<file path="config.mk">
export PLATFORM = sky130hd
export DESIGN_NAME = lcd_seq_ctrl
export DESIGN_NICKNAME = d
export VERILOG_FILES = /design/src/rtl/lcd_pkg.sv /design/src/rtl/lcd_seq_ctrl_timer.sv /design/src/rtl/lcd_seq_ctrl.sv
export SDC_FILE = /design/constraint.sdc
export NUM_CORES = 1
export LEC_CHECK = 0
export CAP_MARGIN = 0
export CORE_UTILIZATION = 55
export CTS_BUF_LIST = sky130_fd_sc_hd__clkbuf_16
export DETAILED_ROUTE_END_ITERATION = 12
export PLACE_DENSITY_LB_ADDON = 0.1
export SLEW_MARGIN = 20
export SYNTH_ARGS = -nofsm -noshare
export SYNTH_HDL_FRONTEND = slang
export SYNTH_HIERARCHICAL = 1
export SYNTH_SLANG_ARGS = --single-unit
</file>
<file path="constraint.sdc">
create_clock -name clk -period 3.6 [get_ports clk]
set_input_delay 0.72 -clock clk [delete_from_list [all_inputs] [get_ports clk]]
set_output_delay 0.72 -clock clk [all_outputs]
set_load 0.03 [all_outputs]
</file>
<file path="src/rtl/lcd_pkg.sv">
// lcd_pkg: shared types, init ROM and cycle-derivation helpers for the LCD sequencer
package lcd_pkg;

   typedef enum logic [2:0] {PWRUP, INIT_NIB, INIT_WAIT, IDLE, SETUP, PULSE, HOLD, WAIT} state_e;
   typedef enum logic [1:0] {W_SHORT, W_LONG, W_INIT1, W_INIT2} wsel_e;

   localparam int INIT_STEPS = 8;
   localparam logic [7:0] CLR = 8'h01;
   localparam logic [7:0] HOME = 8'h02;

   // Steps 0-3 are single nibbles, steps 4-7 are full bytes
   localparam logic [3:0] INIT_NIBS [4] = '{4'h3, 4'h3, 4'h3, 4'h2};
   localparam wsel_e INIT_WSEL [4] = '{W_INIT1, W_INIT2, W_INIT2, W_SHORT};
   localparam logic [7:0] INIT_BYTES [4] = '{8'h28, 8'h0C, 8'h06, CLR};

   function automatic int cyc(input longint rate, input longint ns);
      longint c;
      c = (rate * ns + 64'd999_999_999) / 64'd1_000_000_000;
      return (c < 1) ? 1 : int'(c);
   endfunction

   // Clear and home need the long execution delay
   function automatic logic is_long(input logic rs, input logic [7:0] d);
      return !rs && d[7:2] == 6'd0 && d != 8'd0;
   endfunction

endpackage

</file>
<file path="src/rtl/lcd_seq_ctrl_timer.sv">
// lcd_delay_timer: loadable down-counter shared by all timed sequencer states
module lcd_delay_timer #(
   parameter int W = 8
) (
   input  logic         clk,
   input  logic         load,
   input  logic [W-1:0] load_val,
   output logic [W-1:0] value,
   output logic         done
);

   always_ff @(posedge clk) begin
      if (load) value <= load_val;
      else if (value != '0) value <= value - 1'b1;
   end

   assign done = value == '0;

endmodule

</file>
<file path="src/rtl/lcd_seq_ctrl.sv">
// lcd_seq_ctrl: HD44780 4-bit bus sequencer with power-on init and byte handshake
module lcd_seq_ctrl
   import lcd_pkg::*;
#(
   parameter int CLOCK_RATE = 1000
) (
   input  logic       clk,
   input  logic       reset,
   input  logic       req_valid,
   output logic       req_ready,
   input  logic       req_rs,
   input  logic [7:0] req_data,
   output logic       init_done,
   output logic       lcd_en,
   output logic       lcd_rs,
   output logic [3:0] lcd_data
);

   localparam int EN_CYC    = cyc(CLOCK_RATE, 1_000);
   localparam int SHORT_CYC = cyc(CLOCK_RATE, 50_000);
   localparam int LONG_CYC  = cyc(CLOCK_RATE, 2_000_000);
   localparam int PWRUP_CYC = cyc(CLOCK_RATE, 50_000_000);
   localparam int INIT_W1   = cyc(CLOCK_RATE, 5_000_000);
   localparam int INIT_W2   = cyc(CLOCK_RATE, 1_000_000);
   localparam int W         = $clog2(PWRUP_CYC + 1);

   state_e state, state_n, nxt;
   logic [2:0] step;
   logic nib_low, cur_rs;
   logic [7:0] cur_byte;
   logic go_byte, go_low, go_nib, step_inc, done_set, init_nib;
   logic nb_rs;
   logic [7:0] nb_byte;
   logic [3:0] nn_val;
   logic t_load, t_done;
   logic [W-1:0] t_val, unused_value;

   function automatic logic [W-1:0] wait_val(input wsel_e s);
      return s == W_LONG  ? W'(LONG_CYC - 1) :
             s == W_INIT1 ? W'(INIT_W1 - 1)  :
             s == W_INIT2 ? W'(INIT_W2 - 1)  : W'(SHORT_CYC - 1);
   endfunction

   assign req_ready = state == IDLE && init_done;
   assign init_nib  = !init_done && !step[2];

   always_comb begin
      state_n  = state;
      go_byte  = 1'b0;
      go_low   = 1'b0;
      go_nib   = 1'b0;
      step_inc = 1'b0;
      done_set = 1'b0;
      nb_rs    = 1'b0;
      nb_byte  = '0;
      nn_val   = '0;
      case (state)
         PWRUP: if (t_done) begin
            state_n = INIT_NIB;
            go_nib  = 1'b1;
            nn_val  = INIT_NIBS[step[1:0]];
         end
         INIT_NIB, SETUP: state_n = PULSE;
         PULSE: state_n = t_done ? HOLD : PULSE;
         HOLD: begin
            state_n = init_nib ? INIT_WAIT : nib_low ? WAIT : SETUP;
            go_low  = !init_nib && !nib_low;
         end
         INIT_WAIT: if (t_done) begin
            step_inc = 1'b1;
            if (step[1:0] == 2'd3) begin
               state_n = SETUP;
               go_byte = 1'b1;
               nb_byte = INIT_BYTES[0];
            end else begin
               state_n = INIT_NIB;
               go_nib  = 1'b1;
               nn_val  = INIT_NIBS[step[1:0] + 2'd1];
            end
         end
         WAIT: if (t_done) begin
            if (init_done || step == 3'd7) begin
               state_n  = IDLE;
               done_set = !init_done;
            end else begin
               state_n  = SETUP;
               step_inc = 1'b1;
               go_byte  = 1'b1;
               nb_byte  = INIT_BYTES[step[1:0] + 2'd1];
            end
         end
         IDLE: if (req_valid && req_ready) begin
            state_n = SETUP;
            go_byte = 1'b1;
            nb_rs   = req_rs;
            nb_byte = req_data;
         end
         default: state_n = PWRUP;
      endcase
   end

   // The timer is reloaded on every state change and throughout reset
   always_comb begin
      nxt    = reset ? PWRUP : state_n;
      t_load = reset || state_n != state;
      t_val  = nxt == PWRUP     ? W'(PWRUP_CYC - 1) :
               nxt == PULSE     ? W'(EN_CYC - 1) :
               nxt == INIT_WAIT ? wait_val(INIT_WSEL[step[1:0]]) :
               nxt == WAIT      ? wait_val(is_long(cur_rs, cur_byte) ? W_LONG : W_SHORT) : '0;
   end

   always_ff @(posedge clk) begin
      if (reset) begin
         state     <= PWRUP;
         step      <= '0;
         init_done <= 1'b0;
         nib_low   <= 1'b0;
         cur_rs    <= 1'b0;
         cur_byte  <= '0;
         lcd_en    <= 1'b0;
         lcd_rs    <= 1'b0;
         lcd_data  <= '0;
      end else begin
         state  <= state_n;
         lcd_en <= state_n == PULSE;
         if (step_inc) step <= step + 3'd1;
         if (done_set) init_done <= 1'b1;
         if (go_byte) begin
            cur_rs   <= nb_rs;
            cur_byte <= nb_byte;
            nib_low  <= 1'b0;
            lcd_rs   <= nb_rs;
            lcd_data <= nb_byte[7:4];
         end
         if (go_low) begin
            nib_low  <= 1'b1;
            lcd_rs   <= cur_rs;
            lcd_data <= cur_byte[3:0];
         end
         if (go_nib) begin
            lcd_rs   <= 1'b0;
            lcd_data <= nn_val;
         end
      end
   end

   lcd_delay_timer #(.W(W)) u_timer (
      .clk      (clk),
      .load     (t_load),
      .load_val (t_val),
      .value    (unused_value),
      .done     (t_done)
   );

endmodule

</file>
**Yosys cells after proc, flatten, opt, wreduce, memory -nomap -nowiden**

Cells that the tools add are included.

- Bits of input ports: 12
- Output and inout port bits: 8
- Register bits: 29
- Logic and storage cells: 127

- Order comparisons: 2
- Bitwise logic cells: 2
- Reductions and logical operators: 24
- Eq/ne operators: 18
- Multiplexer cells: 68
- Add/subtract/negate cells: 3

Operators with widths:

| cell | count |
|---|---|
| $mux W3 | 15 |
| $mux W4 | 10 |
| $mux W8 | 5 |
| $mux W6 | 5 |
| $eq A3 B3 Y1 const B | 8 |
| $pmux W8 S3 | 1 |
| $pmux W3 S7 | 1 |
| $mux W1 | 19 |
| $bmux W4 S2 | 2 |
| $bmux W8 S2 | 1 |
| $logic_not A6 Y1 | 2 |
| $eq A3 B2 Y1 const B | 3 |
| $mux W2 | 4 |
| $pmux W4 S2 | 1 |
| $reduce_bool A8 Y1 | 1 |
| $ge A3 B3 Y1 const B | 2 |
| $logic_and A1 B1 Y1 | 6 |
| $logic_not A3 Y1 | 2 |
| $not A2 Y3 | 2 |
| $reduce_bool A6 Y1 | 1 |
| $sub A6 B1 Y6 const B | 1 |
| $logic_not A1 Y1 | 5 |
| $bmux W2 S2 | 1 |
| $eq A2 B2 Y1 const B | 2 |
| 13 further kinds | 17 |

**Logic depth before layout (Yosys ltp)**

- Word-level depth: 12
- Gate-level depth with buffers: 13
- Depth with buffers taken out: 10

**Hierarchy**

Netlist, hierarchy kept.

Modules (own cells, without submodules):

| module | area an instance (sq um) | times used | cells each | sequential area each (sq um) |
|---|---|---|---|---|
| lcd_seq_ctrl | 1,406.3 | 1 | 164 | 460.4 |
| lcd_delay_timer | 354.1 | 1 | 33 | 180.2 |

**Least setup slack after synthesis**

Ideal clock, no wire load.

- Path kind: reg-to-reg
- Start point: reg u_timer.value[2]
- End point: reg u_timer.value[4], data pin
- Data arrival time: 2,750 ps
- Stages on the path, launching flop included: 12
- Period minus slack after synthesis: 3,018 ps
- Path slack: 582 ps
- Buffers on the path: 2
- Setup time: 268 ps
- Data required time: 3,332 ps
- Cell sequence: edfxtp_1 or3_4 nor3b_1 clkbuf_1 a21oi_1 o2bb2ai_1 a2111oi_4 mux2i_1 o2111ai_1 clkbuf_1 nand2_1 o21ai_0

- Elaborated cells between the ends (all ways): 14
- Classes of those cells: 1 x add/sub; 1 x eq/ne; 9 x mux; 3 x reduce/logical

RTL lines:

| item | RTL line | text |
|---|---|---|
| from (decl) | lcd_seq_ctrl_timer.sv:8 | `output logic [W-1:0] value,` |
| from (signal assigned) | lcd_seq_ctrl_timer.sv:13 | `if (load) value <= load_val;` |
| from (signal assigned) | lcd_seq_ctrl_timer.sv:14 | `else if (value != '0) value <= value - 1'b1;` |
| $logic_not A6 Y1 (*) | lcd_seq_ctrl_timer.sv:17 | `assign done = value == '0;` |
| net t_done | lcd_seq_ctrl.sv:35 | `logic t_load, t_done;` |
| $mux W3, or another cell as far along | lcd_seq_ctrl.sv:81 | `WAIT: if (t_done) begin` |
| $pmux W3 S7 (*) | lcd_seq_ctrl.sv:57 | `case (state)` |
| $ne A3 B3 Y1 (*) | lcd_seq_ctrl.sv:105 | `t_load = reset \|\| state_n != state;` |
| $logic_or A1 B1 Y1 (*) | lcd_seq_ctrl.sv:105 |  |
| net t_load | lcd_seq_ctrl.sv:35 |  |
| $mux W6 (*) | lcd_seq_ctrl_timer.sv:13 |  |

Mark *: on every way through the listed nets, which the timed path passes. The rest lies on a longest branch. The select of a mux whose other input is x is not followed.
A chain may end at the register's enable or synchronous reset.

**Final worst setup path**

- Start point: reg u_timer.value[2]
- End point: reg u_timer.value[5], data pin

Same word-level chain as after synthesis.

==> impl_metrics.json <==
{
  "outcome": "finished clean",
  "synth_area_leaders": "dfxtp_1, edfxtp_1, nor2_1, ha_1, nand2_1",
  "final-instance-count-excl-fill": 261,
  "worst_path_max_delay_cell": "edfxtp_1",
  "clk_path_buf_depth": 2,
  "synth_ff_type": "dfxtp_1",
  "num_rows": 20,
  "rsz0062_at_grt": "no",
  "pre_cts_ws_ns": 0.474,
  "finalWeightedCongestion": 0.864,
  "period_share": 0.865,
  "antenna_found_initial": 0,
  "grt_usage": 0.252,
  "tns_ns": 0,
  "cts_htree_levels": 2,
  "tightest_slew_ns": 0.709,
  "dr.pass1.iters": 4,
  "syn_avg_cell_area_um2": 8.94,
  "cp_cell_sequence": "or3_4 -> nor3b_1 -> buf_4 -> nor3b_1 -> o2bb2ai_1 -> a2111oi_4 -> mux2i_1 -> o2111ai_1 -> buf_4 -> o31a_1",
  "ys_async_sr_fraction": 0,
  "cts_tree": "done",
  "grt_pass1_wl_um": 6350,
  "yosysTopAreaCell": "dfxtp_1",
  "cp_top_family": "compound AO/OA/AOI/OAI gates",
  "synth-seq-area-share": 0.364,
  "drtIter0Drc": 86,
  "relSlewSlack": 0.524,
  "drc": 0,
  "p_per_area_mw_per_mm2": 488,
  "fin_nets": 236,
  "hold_class": "reg -> reg",
  "first_global_vias": 1382,
  "cts_hold_buf": 0,
  "yosys_warnings": 6,
  "fmax_ghz": 0.321,
  "dp_hpwl_um": 2820,
  "period_minus_slack_ns": 3.11,
  "placed_cell_area_mm2": 0.00198,
  "postLayoutCellArea_mm2": 0.00214,
  "peakVddDrop_uv": 327,
  "start_kind": "flip-flop",
  "vias": 1568,
  "synth-seq-cells": 29,
  "post_cts_buffers": 0,
  "end_kind": "flip-flop",
  "hold_slack_ns": 0.463,
  "skew_ns": 0.00220,
  "report.final.hold_viol_count": 0,
  "cts_inserted_buffers": 5,
  "crit_fanout": 13,
  "critPathArrivalTime_ns": 3.14,
  "syn_to_final_growth_pct": 21.6,
  "synthCells": 197,
  "ant_nets": 0,
  "fin_ws_ns": 0.485,
  "path_class": "reg -> reg",
  "synth_edf_count": 6,
  "n_antenna_cell": 0,
  "vias_per_cell": 6.01,
  "port_buffers": 19,
  "routed_wl_um": 4020,
  "syn_area_mm2": 0.00176,
  "core_mm2": 0.00305,
  "die_x_um": 58.6,
  "crit_required_ns": 3.62,
  "initial_utilization": 0.577,
  "power_leakage_nw": 0.794,
  "root_buffer": "clkbuf_16",
  "fillCellCount": 258,
  "drive_above_1_share": 0.111,
  "slowest_delay_ns": 0.43,
  "synth_top_cell_area_share": 0.262,
  "grt_max_degree": 25,
  "die_area_mm2": 0.00343,
  "io_pins": 20,
  "cap_viol_max_count": 0,
  "drv_slew": 0,
  "clk_latency_ns": 0.27,
  "path_buf_inv": 2,
  "synth_cell_type_count": 58,
  "overflow": 0,
  "cts.reportedPaths.clkPinSlew_ns": 0.05,
  "setup_viol": 0,
  "wl_per_cell_um": 15.4,
  "cts_resized": 0,
  "die_y_um": 58.6,
  "place_inst": 253,
  "cts_num_sinks": 29
}
-- cell families (layout without fill, tap and decap cells) --
kind of cell | after synthesis | in the layout | share of synthesized area
adders and majority gates | 8 | 8 | 0.0569
AOI/OAI and AO/OA | 50 | 50 | 0.231
other | 1 | 2 | 0.00213
xor gates and xnor gates | 6 | 6 | 0.0299
muxes | 3 | 3 | 0.0171
buffers and inverters | 22 | 41 | 0.0604
and+or+nand+nor | 78 | 78 | 0.239
DFF | 29 | 29 | 0.364
-- cell usage in the layout (no fill, tap or decap), types with 3 or more instances in the layout --
master and n:
a21oi_1 11, a221oi_1 4, a222oi_1 5, a22oi_1 3
buf_4 6, clkbuf_16 5, clkdlybuf4s50_1 19, dfxtp_1 23
edfxtp_1 6, ha_1 8, inv_1 9, mux2i_1 3
nand2_1 15, nor2_1 27, nor3_1 4, nor3b_1 4
nor4_1 3, o21ai_0 5, xnor2_1 5
-- routing by layer --
| metal | global-route usage | up-vias | wire, µm |
|---|---|---|---|
| li1 | - | 757 | - |
| met5 | 0 | - | 0 |
| met2 | 0.430 | 54 | 1990 |
| met4 | 0.0714 | 0 | 39 |
| met3 | 0.0527 | 6 | 224 |
| met1 | 0.325 | 751 | 1770 |
-- path summary, 6_finish.rpt --
path | start | endpoint | slack (ns) | cells after the start
setup / recovery | u_timer/value[2]$_DFFE_PP_ | u_timer/value[5]$_DFFE_PP_ | 0.49 | 10
hold / removal | lcd_data[0]$_SDFFE_PP0P_ | lcd_data[0]$_SDFFE_PP0P_ | 0.46 | 2
setup reg to reg | u_timer/value[2]$_DFFE_PP_ | u_timer/value[5]$_DFFE_PP_ | 0.49 | 10
hold reg to reg | lcd_data[0]$_SDFFE_PP0P_ | lcd_data[0]$_SDFFE_PP0P_ | 0.46 | 2
-- sequential cells by signal (all words and copies together), names as in the netlist --
name	flops
lcd_rs	1
step	3
u_timer/value	6
init_done	1
cur_byte	8
lcd_data	4
cur_rs	1
state	3
nib_low	1
lcd_en	1
-- area by class of cell --
type                    instances  area [µm²]  area share
flip-flops and latches         29         641       0.299
repair buffers                 25         235       0.110
well taps                      44        55.1      0.0257
clock inverters                 3        37.5      0.0175
inverters                       8        30.0      0.0140
clock buffers                   5         125      0.0584
multi-input cells             147        1020       0.475
-- worst min-delay path, stage by stage (launching register included) --
cell and delay, ns:
dfxtp_1 0.31, nand2_1 0.05, a21oi_1 0.05
-- through the flow --
stage / power, mW / util
2_1_floorplan: 0.530 / -
3_3_place_gp: 0.572 / 0.648
3_5_place_dp: 0.583 / 0.648
4_1_cts: 1.05 / 0.701
5_1_grt: 1.09 / 0.701
6_report: 1.05 / 0.701
-- power breakdown --
part           total (mW)  internal (mW)  leakage (nW)  switching, mW
Combinational       0.170         0.0869         0.464         0.0830
Clock               0.467          0.321        0.0826          0.147
Sequential          0.408          0.369         0.248         0.0391
Total                1.05          0.776         0.794          0.269
-- synthesized netlist by cell type, drive strengths merged (2+ instances only) --
cell type,instances
buf,10
clkbuf,4
nand2b,2
nand2,15
a22oi,3
nor4,4
inv,8
nand3b,2
xnor2,5
a21oi,11
or3,3
a221oi,4
or2,2
a21o,3
o31a,2
and2,2
nor3,6
and3,2
ha,8
mux2i,3
nor2b,2
a222oi,5
edfxtp,6
nand3,2
nor3b,4
o211ai,2
o21ai,6
dfxtp,23
nor2,27
(Power assumes the default switching activity.)
